`src/rtl/or2_gate_pkg.sv`:
```
// Shared defaults for the or2_gate slice: operand width and activity-counter width.
// Imported by the interface, the counter and the top so the defaults stay in one place.
package or2_gate_pkg;

    localparam int OR2_WIDTH_DEF   = 1;
    localparam int OR2_COUNT_W_DEF = 16;

endpackage

```
`src/rtl/or2_gate_sat_counter.sv`:
```
// Saturating up-counter: advances by one on each enabled rising edge and holds at all-ones.
// Reset is asynchronous and active-high and clears the count to zero.
module sat_counter
    import or2_gate_pkg::*;
#(
    parameter int COUNT_W = OR2_COUNT_W_DEF
) (
    input  logic               enable,
    input  logic               clk,
    input  logic               rst,
    output logic [COUNT_W-1:0] count
);

    always_ff @(posedge clk or posedge rst) begin
        if (rst) begin
            count <= '0;
        end else if (enable && (count != '1)) begin
            count <= count + COUNT_W'(1);
        end
    end

endmodule

```
`src/rtl/or2_gate.sv`:
```
// Bitwise two-input OR with a registered copy of the result and a saturating count of
// cycles in which that registered copy was non-zero.
module or2_gate
    import or2_gate_pkg::*;
#(
    parameter int WIDTH   = OR2_WIDTH_DEF,
    parameter int COUNT_W = OR2_COUNT_W_DEF
) (
    input  logic [WIDTH-1:0]   a,
    input  logic [WIDTH-1:0]   b,
    output logic [WIDTH-1:0]   out,
    input  logic               clk,
    input  logic               rst,
    output logic [WIDTH-1:0]   out_q,
    output logic [COUNT_W-1:0] hit_cnt
);

    // Primary path: purely combinational, independent of clk and rst.
    assign out = a | b;

    always_ff @(posedge clk or posedge rst) begin
        if (rst) begin
            out_q <= '0;
        end else begin
            out_q <= a | b;
        end
    end

    // Counts on the current registered value, so hit_cnt trails out_q by one edge.
    sat_counter #(
        .COUNT_W (COUNT_W)
    ) u_hit_cnt (
        .enable (|out_q),
        .clk    (clk),
        .rst    (rst),
        .count  (hit_cnt)
    );

endmodule

```
`config.mk`:
```
export PLATFORM = sky130hd
export DESIGN_NAME = or2_gate
export DESIGN_NICKNAME = d
export VERILOG_FILES = /design/src/rtl/or2_gate_pkg.sv /design/src/rtl/or2_gate_sat_counter.sv /design/src/rtl/or2_gate.sv
export SDC_FILE = /design/constraint.sdc
export NUM_CORES = 1
export LEC_CHECK = 0
export CORE_MARGIN = 8
export CORE_UTILIZATION = 35
export DETAILED_ROUTE_END_ITERATION = 16
export GPL_TIMING_DRIVEN = 0
export PLACE_DENSITY_LB_ADDON = 0.2
export RECOVER_POWER = 50
export SYNTH_ARGS = -nofsm -noshare
export SYNTH_HDL_FRONTEND = slang
export SYNTH_SLANG_ARGS = --single-unit
export TNS_END_PERCENT = 10
```
`constraint.sdc`:
```
create_clock -name clk -period 1.45 [get_ports clk]
set_input_delay 0.29 -clock clk [delete_from_list [all_inputs] [get_ports clk]]
set_output_delay 0.29 -clock clk [all_outputs]
set_load 0.01 [all_outputs]
```
## Word level (Yosys, flattened, before mapping)

Index checks and enable logic that the tools add are counted.

| operators by class | value |
|---|---|
| add/sub/neg operators | 1 |
| equal/unequal tests | 1 |
| bitwise logic cells | 1 |
| reductions and logical operators | 1 |

Operators by type and width:

| operator | count |
|---|---|
| $add 16x1->16 const B | 1 |
| $ne 16x16->1 const B | 1 |
| $logic_and 1x1->1 | 1 |
| $or 1x1->1 | 1 |

| storage, ports and cells | value |
|---|---|
| register bits after elaboration | 17 |
| input bits | 4 |
| output and inout bits | 18 |
| word-level logic and storage cells | 6 |

## Logic depth before layout (Yosys ltp)

Gate-level depths: netlist of the first run.

| logic depth | value |
|---|---|
| depth in word-level cells | 2 |
| mapped depth | 5 |

## By module

From an unflattened synthesis of the first run, not the netlist that was laid out.

| second synthesis, totals | value |
|---|---|
| cell total of the unflattened synthesis | 74 |
| area total of the unflattened synthesis | 840.8 um2 |

By module, submodules not included:

| module | times used | cells each | area each (um2) |
|---|---|---|---|
| sat_counter | 1 | 71 | 805.8 |
| or2_gate | 1 | 3 | 35.0 |

## Worst setup path after synthesis of the first run

No wires, ideal clock.

| timing | value |
|---|---|
| kind | register to register |
| start point | register u_hit_cnt.count[0] |
| end point | register u_hit_cnt.count[14] |
| setup time | 125 ps |
| data arrival time | 1457 ps |
| required time | 1325 ps |
| path slack | -131 ps |
| stages on the path, launching flop included | 6 |
| path buffers | 0 |
| cell sequence | dfrtp_1 -> ha_1 -> and4_1 -> nand4_1 -> nor2_1 -> mux2_2 |

| on the way | value |
|---|---|
| word-level cells in the longest chain between the ends | 2 |
| elaborated cells between the ends (all ways) | 3 |
| classes of those cells | add/sub: 1; eq/ne: 1; reduce/logical: 1 |

Ends and longest elaborated chain:

| item | RTL line | RTL |
|---|---|---|
| start, declared | or2_gate_sat_counter.sv:11 | `output logic [COUNT_W-1:0] count` |
| start signal, assigned | or2_gate_sat_counter.sv:18 | `count <= count + COUNT_W'(1);` |
| branches (longest 2 deep; another with $add 16x1->16) | -- |  |

Parallel ways; which one is timed is not known.
A chain may end at the register's enable or synchronous reset.

## Worst setup path after layout of the first run

| timing | value |
|---|---|
| start point | register u_hit_cnt.count[1] |
| end point | register u_hit_cnt.count[14] |

The elaborated chain is that of the path after synthesis.

==> results.md, run 1 <==
* #FFs+latches synth at 17
* Pleak at 0.000556 µW
* TritonRoute pass-1 iters at 4
* Async S/R FF share, synth at 100%
* Final core utilization at 50.0%
* Synth top area cells: dfrtp_1, xnor2_1, nand4_1
* Total GRT Usage at 9.88%
* DRC at 0
* Slew HR at 55.6%
* Clock sinks at 17
* Crit path time final at 1.55 ns
* Area Growth Syn to Fin at 40.0%
* Worst-Skew Late Latency at 0.29 ns
* Ys Warns at 0
* Worst endpoint required time at 1.63 ns
* Worst slew pin tran at 0.665 ns
* Top_reg_cell synth: dfrtp_1
* Vias in the first global route at 714
* Io pins at 22
* Vias/cell at 5.14
* Starting density of the core at 35.7%
* Syn nets at 87
* First-pass GRT wire length at 3390 µm
* Synth cell count leaders: dfrtp_1, nand4_1, a21oi_1, xnor2_1, nand3_1
* Worst reg2reg path depth at 5
* HP Class: primary input to asynchronous set/reset pin
* Max Freq at 0.646 GHz
* Clk slew on worst S/H paths at 0.10 ns
* FF-to-FF End: u_hit_cnt.count[14]$_DFFE_PP0P_
* GRT overflow at 0
* EDFF count, synth at 0
* Compound-cell area share of the yosys netlist at 5.52%
* Simple-gate share of the synthesized area at 29.5%
* Syn_area_per_cell at 10.5 µm²
* Violated checks: setup timing
* Adder-Cell Fraction of Synth Area at 1.45%
* Share of cells above drive strength 1 at 30.4%
* CP Launch Type: register
* Post-route clock period utilization at 107%
* # setup viols final at 3
* Max cap viols at 0
* Crit path kind: register to register
* RSZ-0062 raised after global routing: yes
* Largest family of logic cells by synthesized area: simple AND/OR/NAND/NOR gates
* Synthesized area at 861 µm²
* CTS tree: done
* Reg2reg start: u_hit_cnt.count[1]$_DFFE_PP0P_
* Power Density at 1380 nW/µm²
* TritonCTS Buffers at 3
* H-Tree Depth at 1
* Pin count of the biggest net entering global routing at 18
* Core area at 2410 µm²
* Worst setup startpoint: u_hit_cnt.count[1]$_DFFE_PP0P_
* Post-DRT Antenna Nets at 0
* Initial antenna violation count at 0
* Post-CTS Hold Buffers at 0
* Nets at 121
* Status: complete, but fails checks
* CP Capture Point: u_hit_cnt.count[14]$_DFFE_PP0P_
* Post-synthesis mux area share at 5.09%
* Count of cell types in the netlist at 26
* Count leader, synth: dfrtp_1
* Sequential share of the synthesized area at 49.4%
* Die Footprint at 4300 µm²
* Final Non-Filler Cells at 145
* Clock Tree Root: clkbuf_4
* Routed WL at 2050 µm
* Detailed-route via count at 746
* DIE WIDTH at 65.6 µm
* Dpl cells at 133
* Crit path arrival time at 1.73 ns
* Final Hold Fails at 0
* Dpl hpwl at 1420 µm
* Pins Over Slew Limit at 0
* Synth top area share at 49.4%
* VDD IR max at 0.000780 V
* Setup WS post-layout at -0.0982 ns
* Die H at 65.6 µm
* PortBufs at 21
* Worst-path fanout max at 5
* Routability congestion estimate from global placement at 0.716
* Deepest clock path buffer count at 2
* Synth Area in XOR/XNOR at 7.12%
* Cells after Synth at 82
* Num rows at 18
* Wire per inst at 14.1 µm
* Final clock skew at 0.00456 ns
* Cell taking the most area after synthesis: dfrtp_1
* CP Capture Type: register
* R2r setup slk at -0.1 ns
* DRT iter0 DRCs at 9
* Ant diodes at 0
## power breakdown
group / switching, µW / internal [µW]
clock network: 150 / 107
logic: 279 / 364
registers: 162 / 599
## worst max-delay path, cell delays in order (launching register included)
cell and delay, ns:
dfrtp_1 0.43, ha_4 0.17, and4_4 0.23, nand4_1 0.13
nor2_1 0.16, mux2_4 0.31
## how the worst min path moves through the flow
| stage | startpoint | endpoint | slack [ns] | cells after the start |
|---|---|---|---|---|
| floorplan | rst | out_q$_DFF_PP0_ | 0.22 | 1 |
| global placement | u_hit_cnt.count[0]$_DFFE_PP0P_ | u_hit_cnt.count[0]$_DFFE_PP0P_ | 0.51 | 1 |
| detailed placement | u_hit_cnt.count[0]$_DFFE_PP0P_ | u_hit_cnt.count[0]$_DFFE_PP0P_ | 0.50 | 1 |
| CTS | rst | u_hit_cnt.count[9]$_DFFE_PP0P_ | 0.40 | 2 |
| global route | u_hit_cnt.count[13]$_DFFE_PP0P_ | u_hit_cnt.count[13]$_DFFE_PP0P_ | 0.56 | 1 |
| finish | rst | u_hit_cnt.count[9]$_DFFE_PP0P_ | 0.52 | 2 |
## state kept, by name (all words and copies together) (netlist names)
signal           count
u_hit_cnt.count     16
out_q                1
## area by class of cell
type	count	area [µm²]
multi-input cells	61	447
inverters	3	11.3
plain buffers	1	5.00
fillers	242	1200
flip-flops and latches	17	435
clock buffers	4	26.3
repair buffers	29	243
well taps	30	37.5
## cell families after synthesis
logic type               after synthesis
AO/OA/AOI/OAI                          9
XOR/XNOR                               7
adder cells (fa/ha/maj)                1
buffers and inverters                  4
flip-flops                            17
multiplexers                           4
AND/OR/NAND/NOR                       40
## through the flow
stage / TNS [ns] / hold slack [ns] / area [µm²] / power, µW / setup slack, ns
2_1_floorplan: -0.169 / 0.216 / 871 / 1030 / -0.0911
3_3_place_gp: -0.664 / 0.505 / 1120 / 1320 / -0.303
3_5_place_dp: -0.787 / 0.505 / 1120 / 1330 / -0.306
4_1_cts: -0.246 / 0.400 / 1190 / 1640 / -0.120
5_1_grt: -0.682 / 0.562 / 1200 / 1780 / -0.186
6_report: -0.255 / 0.516 / 1200 / 1660 / -0.0982
## what timing repair did
item / in CTS / in global routing
resized for setup: 30 / 4
setup buffers: 7 / 1
pin swaps: 3 / 2
hold endpoints to repair: 0 / 0
setup endpoints to repair: 24 / 10
## cell usage in the layout, fill, tap and decap left out, drive strengths merged
cell type / count
nor2: 4
o21a: 1
nand2b: 1
and4: 4
nand4: 10
ha: 1
mux2i: 1
nand3: 6
nand2: 5
clkbuf: 4
or2: 1
o21ai: 1
inv: 3
and3: 5
nand3b: 1
nor3: 1
dlygate4sd2: 16
mux2: 3
nor4: 1
xnor2: 7
a21oi: 7
dlygate4sd3: 2
buf: 11
clkdlybuf4s50: 1
and2: 1
dfrtp: 17
## routing by layer
metal  vias up  track usage, %  part of all wire [%]
li1        367               -                     -
met1       358            12.3                    45
met2        19            15.6                    47
met3         2            4.42                   6.7
met4         0            1.63                  0.39
met5         -               0                     0
(Power assumes the default switching activity.)
==> run 2, diff against run 1 <==
--- a/config.mk
+++ b/config.mk
@@ -11,7 +11,9 @@
 export GPL_TIMING_DRIVEN = 0
 export PLACE_DENSITY_LB_ADDON = 0.2
 export RECOVER_POWER = 50
+export SKIP_CTS_REPAIR_TIMING = 1
 export SYNTH_ARGS = -nofsm -noshare
 export SYNTH_HDL_FRONTEND = slang
+export SYNTH_HIERARCHICAL = 1
 export SYNTH_SLANG_ARGS = --single-unit
 export TNS_END_PERCENT = 10
==> constraint.sdc (replaced) <==
create_clock -name clk -period 1.95 [get_ports clk]
set_input_delay 0.39 -clock clk [delete_from_list [all_inputs] [get_ports clk]]
set_output_delay 0.39 -clock clk [all_outputs]
set_load 0.01 [all_outputs]
==> run 2 against run 1 <==
Wire length is 16% lower. Final cell count is 12% lower. First-iteration DRC count increased by 11%. Die area shrank 1.8%. Non-clock buffer count decreased by 9. Synthesized area shrank 2.3%. The flow now finishes without violations. Synthesized cell count decreased by 9.8%. Clock skew rose by 0.0014 ns. Core utilization decreased by 0.25 points. Flip-flop and latch count is the same.
==> results.md, run 2 <==
* Crit path kind: primary input to primary output
* VDD IR max at 0.000646 V
* Worst-path fanout max at 2
* Routed WL at 1710 µm
* Ys Warns at 6
* Top_reg_cell synth: dfrtp_1
* Deepest clock path buffer count at 2
* Vias in the first global route at 664
* Count of cell types in the netlist at 23
* FF-to-FF End: u_hit_cnt/count[1]$_DFFE_PP0P_
* Sequential share of the synthesized area at 50.6%
* RSZ-0062 raised after global routing: no
* Post-DP Area at 1090 µm²
* #FFs+latches synth at 17
* Pin count of the biggest net entering global routing at 17
* Fin area at 1110 µm²
* PortBufs at 21
* TritonCTS Buffers at 3
* DRT iter0 DRCs at 10
* Cells after Synth at 74
* Initial antenna violation count at 0
* Area Growth Syn to Fin at 32.1%
* M2 GR Usage at 13.8%
* H-Tree Depth at 1
* FF/Latch Area at 425 µm²
* Commonest non-fill, non-tap cell in the layout: clkdlybuf4s50_1
* Core area at 2230 µm²
* Area of the multi-input gates at 405 µm²
* GRT overflow at 0
* Ant diodes at 0
* DIE WIDTH at 65.0 µm
* Nets at 105
* GR Util met1 at 10.3%
* CP max-delay cell: clkdlybuf4s50_1
* Vias/cell at 5.12
* EDFF count, synth at 0
* TritonRoute pass-1 iters at 4
* Largest registers: u_hit_cnt/count x16, out_q x1
* Share of cells above drive strength 1 at 11.1%
* CP Capture Type: primary output
* Synth top area cells: dfrtp_1, xnor2_1, nand3_1
* Fillers at 223
* Worst endpoint required time at 1.56 ns
* Clock sinks at 17
* Most frequent cells in the layout: clkdlybuf4s50_1, dfrtp_1, xnor2_1
* Clock Tree Root: clkbuf_4
* Synthesized area at 841 µm²
* Count leader, synth: dfrtp_1
* Die H at 65.0 µm
* R2r setup slk at 0.26 ns
* Crit path arrival time at 1.50 ns
* Max cap viols at 0
* Crit path time final at 1.89 ns
* Clk slew on worst S/H paths at 0.09 ns
* Final setup TNS at 0 ns
* Most used cell along the critical path: clkdlybuf4s50_1
* Final clock skew at 0.00592 ns
* Routability congestion estimate from global placement at 0.724
* Syn nets at 79
* Synth cell count leaders: dfrtp_1, xnor2_1, nand3_1
* Total GRT Usage at 9.34%
* Cell taking the most area after synthesis: dfrtp_1
* Pleak at 0.000483 µW
* CP cell instances: clkdlybuf4s50_1, or2_1, clkdlybuf4s50_1
* Detailed-route via count at 650
* Post-DRT Antenna Nets at 0
* Register bank with the most flops: u_hit_cnt/count
* Io pins at 22
* CP Launch Type: primary input
* DRC at 0
* Flip-flop count of the largest register after layout at 16
* Status: finished, final reports clean
* Wire per inst at 13.5 µm
* Max Freq at 0.530 GHz
* Pins Over Slew Limit at 0
* Reg2reg start: u_hit_cnt/count[0]$_DFFE_PP0P_
* Dpl hpwl at 1320 µm
* Slowest cell delay on critical path at 0.48 ns
* HP Class: primary input to asynchronous set/reset pin
* Async S/R FF share, synth at 100%
* Die Footprint at 4230 µm²
* Worst-Skew Late Latency at 0.29 ns
* Power Density at 1000 nW/µm²
* Busiest grt layer: met2
* Syn_area_per_cell at 11.4 µm²
* Num rows at 17
* Worst slew pin tran at 0.588 ns
* Starting density of the core at 37.6%
* Met3 track demand over resource at 4.12%
* First-pass GRT wire length at 3050 µm
* # setup viols final at 0
* CTS tree: done
* Final Hold Fails at 0
* Worst reg2reg path depth at 5
* Synth top area share at 50.6%
* Post-route clock period utilization at 96.7%
* Slew HR at 60.8%
## run 2: changes by cell type in the layout (fill, tap and decap cells not counted), moves of 4 or more
cell,before,now
dlygate4sd2_1,16,0
dfrtp_2,8,0
buf_4,9,0
clkdlybuf4s50_1,1,20
dfrtp_1,9,17
a21oi_1,7,2
nand4_1,9,5
xnor2_1,7,11
## run 2: routing by layer
| metal | wire [µm] | part of all wire [%] | vias up |
|---|---|---|---|
| met1 | 747 | 44 | 315 |
| met2 | 799 | 47 | 14 |
| met3 | 120 | 7.0 | 4 |
| met4 | 46 | 2.7 | 0 |
| met5 | 0 | 0 | - |
| li1 | - | - | 317 |
## run 2: cell families after synthesis
group,Yosys count,synth area share [%]
buffers and inverters,2,0.893
adders and majority gates,1,1.49
DFF,17,50.6
AOI/OAI and AO/OA,3,2.08
xor gates and xnor gates,11,11.5
muxes,3,3.87
and+or+nand+nor,37,29.6
## run 2: where the power goes
part / switching, µW / internal (µW) / total, µW
sequential: 110 / 428 / 538
clock: 112 / 76.3 / 188
combinational: 162 / 226 / 388
total: 383 / 731 / 1110
## run 2: worst max-delay path, delay by kind of cell
family	cells	cell delay, ns
buf+inv	2	0.87
simple gates	1	0.23
## run 2: metrics by stage
stage,total power [µW],util (%),cells,setup WS [ns],hold slack [ns]
finish,1110,49.7,127,0.0644,0.385
global placement,931,48.6,123,0.0640,0.509
CTS,1140,49.9,127,0.0513,0.243
global route,1210,49.7,127,0.0277,0.384
floorplan,732,-,74,0.385,0.119
detailed placement,939,48.6,123,0.0513,0.511
## run 2: cell type report
| class | count | share of cell area (%) |
|---|---|---|
| clock buffer | 3 | 2.03 |
| sequential | 17 | 38.3 |
| clock inverter | 1 | 0.450 |
| timing repair buffer | 21 | 18.9 |
| multi-input combinational | 55 | 36.5 |
| inverter | 2 | 0.676 |
| tap | 28 | 3.15 |
## run 2: worst max-delay path by stage
stage,startpoint,to,cells past startpoint
after floorplan,u_hit_cnt/count[0]$_DFFE_PP0P_,u_hit_cnt/count[1]$_DFFE_PP0P_,5
after global placement,b,out,3
after detailed placement,b,out,3
after CTS,b,out,3
after global routing,b,out,3
final,b,out,3
==> run 3, diff against run 2 <==
--- a/config.mk
+++ b/config.mk
@@ -5,6 +5,7 @@
 export SDC_FILE = /design/constraint.sdc
 export NUM_CORES = 1
 export LEC_CHECK = 0
+export ABC_AREA = 0
 export CORE_MARGIN = 8
 export CORE_UTILIZATION = 35
 export DETAILED_ROUTE_END_ITERATION = 16
@@ -14,6 +15,5 @@
 export SKIP_CTS_REPAIR_TIMING = 1
 export SYNTH_ARGS = -nofsm -noshare
 export SYNTH_HDL_FRONTEND = slang
-export SYNTH_HIERARCHICAL = 1
 export SYNTH_SLANG_ARGS = --single-unit
 export TNS_END_PERCENT = 10
==> run 3 against run 2 <==
Sequential share of layout area shrank 0.72 points. Wire length up 9.0%. Setup slack improved by 0.097 ns. Register-to-register slack barely moved. Final cell count up 7.9%. First-iteration DRC count grew 130%. Die area grew 1.8%. Via count grew 6.9%. Combinational power is 3% higher. Total power grew 3.4%. Critical path depth unchanged.
==> results.md, run 3 (synthesis results as in run 1) <==
* TritonCTS Buffers at 3
* Ant diodes at 0
* CP cell instances: dlygate4sd3_1, or2_2, dlymetal6s2s_1
* Die H at 65.6 µm
* Share of cells above drive strength 1 at 10.3%
* R2r setup slk at 0.26 ns
* Routed WL at 1870 µm
* VDD IR max at 0.000595 V
* Max cap viols at 0
* CTS tree: done
* CP Launch Type: primary input
* Final Hold Fails at 0
* Slew HR at 56.8%
* PortBufs at 21
* HP Class: register to register
* Total GRT Usage at 9.64%
* Deepest clock path buffer count at 2
* First-pass GRT wire length at 3210 µm
* Commonest non-fill, non-tap cell in the layout: clkdlybuf4s50_1
* Worst-Skew Late Latency at 0.30 ns
* Worst endpoint required time at 1.56 ns
* Initial antenna violation count at 0
* CP max-delay cell: dlygate4sd3_1
* DIE WIDTH at 65.6 µm
* DRC at 0
* Crit path kind: primary input to primary output
* Die Footprint at 4300 µm²
* Post-route clock period utilization at 91.7%
* Num rows at 18
* Routability congestion estimate from global placement at 0.727
* H-Tree Depth at 1
* Nets at 113
* Io pins at 22
* Starting density of the core at 35.7%
* Post-DRT Antenna Nets at 0
* Crit path arrival time at 1.40 ns
* Worst slew pin tran at 0.648 ns
* Flip-flop count of the largest register after layout at 16
* Largest registers: u_hit_cnt.count x16, out_q x1
* Final setup TNS at 0 ns
* Status: finished, final reports clean
* Core area at 2410 µm²
* Pins Over Slew Limit at 0
* Pleak at 0.000478 µW
* Register bank with the most flops: u_hit_cnt.count
* Worst-path fanout max at 2
* Dpl cells at 133
* Clock Tree Root: clkbuf_4
* Hold_sp: u_hit_cnt.count[7]$_DFFE_PP0P_
* CP Capture Type: primary output
* Final Non-Filler Cells at 137
* Vias/cell at 5.07
* Reg2reg start: u_hit_cnt.count[0]$_DFFE_PP0P_
* Dpl hpwl at 1380 µm
* Vias in the first global route at 690
* Clk slew on worst S/H paths at 0.11 ns
* Final clock skew at 0.00510 ns
* Max Freq at 0.559 GHz
* Worst setup startpoint: b
* Pin count of the biggest net entering global routing at 18
* Clock sinks at 17
* Worst reg2reg path depth at 5
* DRT iter0 DRCs at 23
* Power Density at 1020 nW/µm²
* Most frequent cells in the layout: clkdlybuf4s50_1, dfrtp_1, nand4_1
* GRT overflow at 0
* Slowest cell delay on critical path at 0.53 ns
* RSZ-0062 raised after global routing: no
* TritonRoute pass-1 iters at 4
* Area Growth Syn to Fin at 31.5%
* Wire per inst at 13.6 µm
* Cell depth of the worst min-delay path at 1
* Crit path time final at 1.79 ns
* Detailed-route via count at 695
* # setup viols final at 0
run 3: cell types whose count changed in the layout (fill, tap and decap cells not counted), moves of 2 or more:
cell / before / now
nand2_1: 7 / 5
xnor2_1: 11 / 7
a21oi_1: 2 / 7
nand4_1: 5 / 9
clkdlybuf4s50_1: 20 / 18
run 3: final timing paths:
kind / to
max: out
min: u_hit_cnt.count[7]$_DFFE_PP0P_
max reg2reg: u_hit_cnt.count[14]$_DFFE_PP0P_
min reg2reg: u_hit_cnt.count[7]$_DFFE_PP0P_
max in group asynchronous: u_hit_cnt.count[8]$_DFFE_PP0P_
min in group asynchronous: u_hit_cnt.count[14]$_DFFE_PP0P_
run 3: stage by stage:
stage          util [%]  area, µm²  worst slack, ns  total power, µW  hold slack (ns)
6_report           47.0       1130            0.162             1150            0.539
4_1_cts            47.1       1140          -0.0208             1170            0.498
3_5_place_dp       46.0       1110          -0.0147              975            0.527
2_1_floorplan         -        861            0.369              752            0.316
5_1_grt            47.0       1130            0.124             1240            0.588
3_3_place_gp       46.0       1110        -0.000412              972            0.528
run 3: area by class of cell:
cell class / count / area [µm²]
fillers: 235 / 1280
flip-flops and latches: 17 / 425
multi-input cells: 61 / 413
repair buffers: 21 / 213
well taps: 30 / 37.5
clock buffers: 3 / 22.5
inverters: 3 / 11.3
clock inverters: 1 / 5.00
plain buffers: 1 / 5.00
run 3: routing by layer:
| metal | routed length (µm) | vias to the layer above | track usage, % |
|---|---|---|---|
| met5 | 0 | - | 0 |
| met4 | 33 | 0 | 6.54 |
| met3 | 92 | 4 | 3.06 |
| met2 | 860 | 13 | 14.4 |
| met1 | 882 | 324 | 11.6 |
| li1 | - | 354 | - |
run 3: where the power goes:
part	total [µW]	switching [µW]	internal (µW)
logic	399	162	237
clock network	194	117	76.4
registers	559	125	434
run 3: critical path: cells and delay by family:
family,cells,cell delay [ns]
buf+inv,2,0.71
simple gates,1,0.30
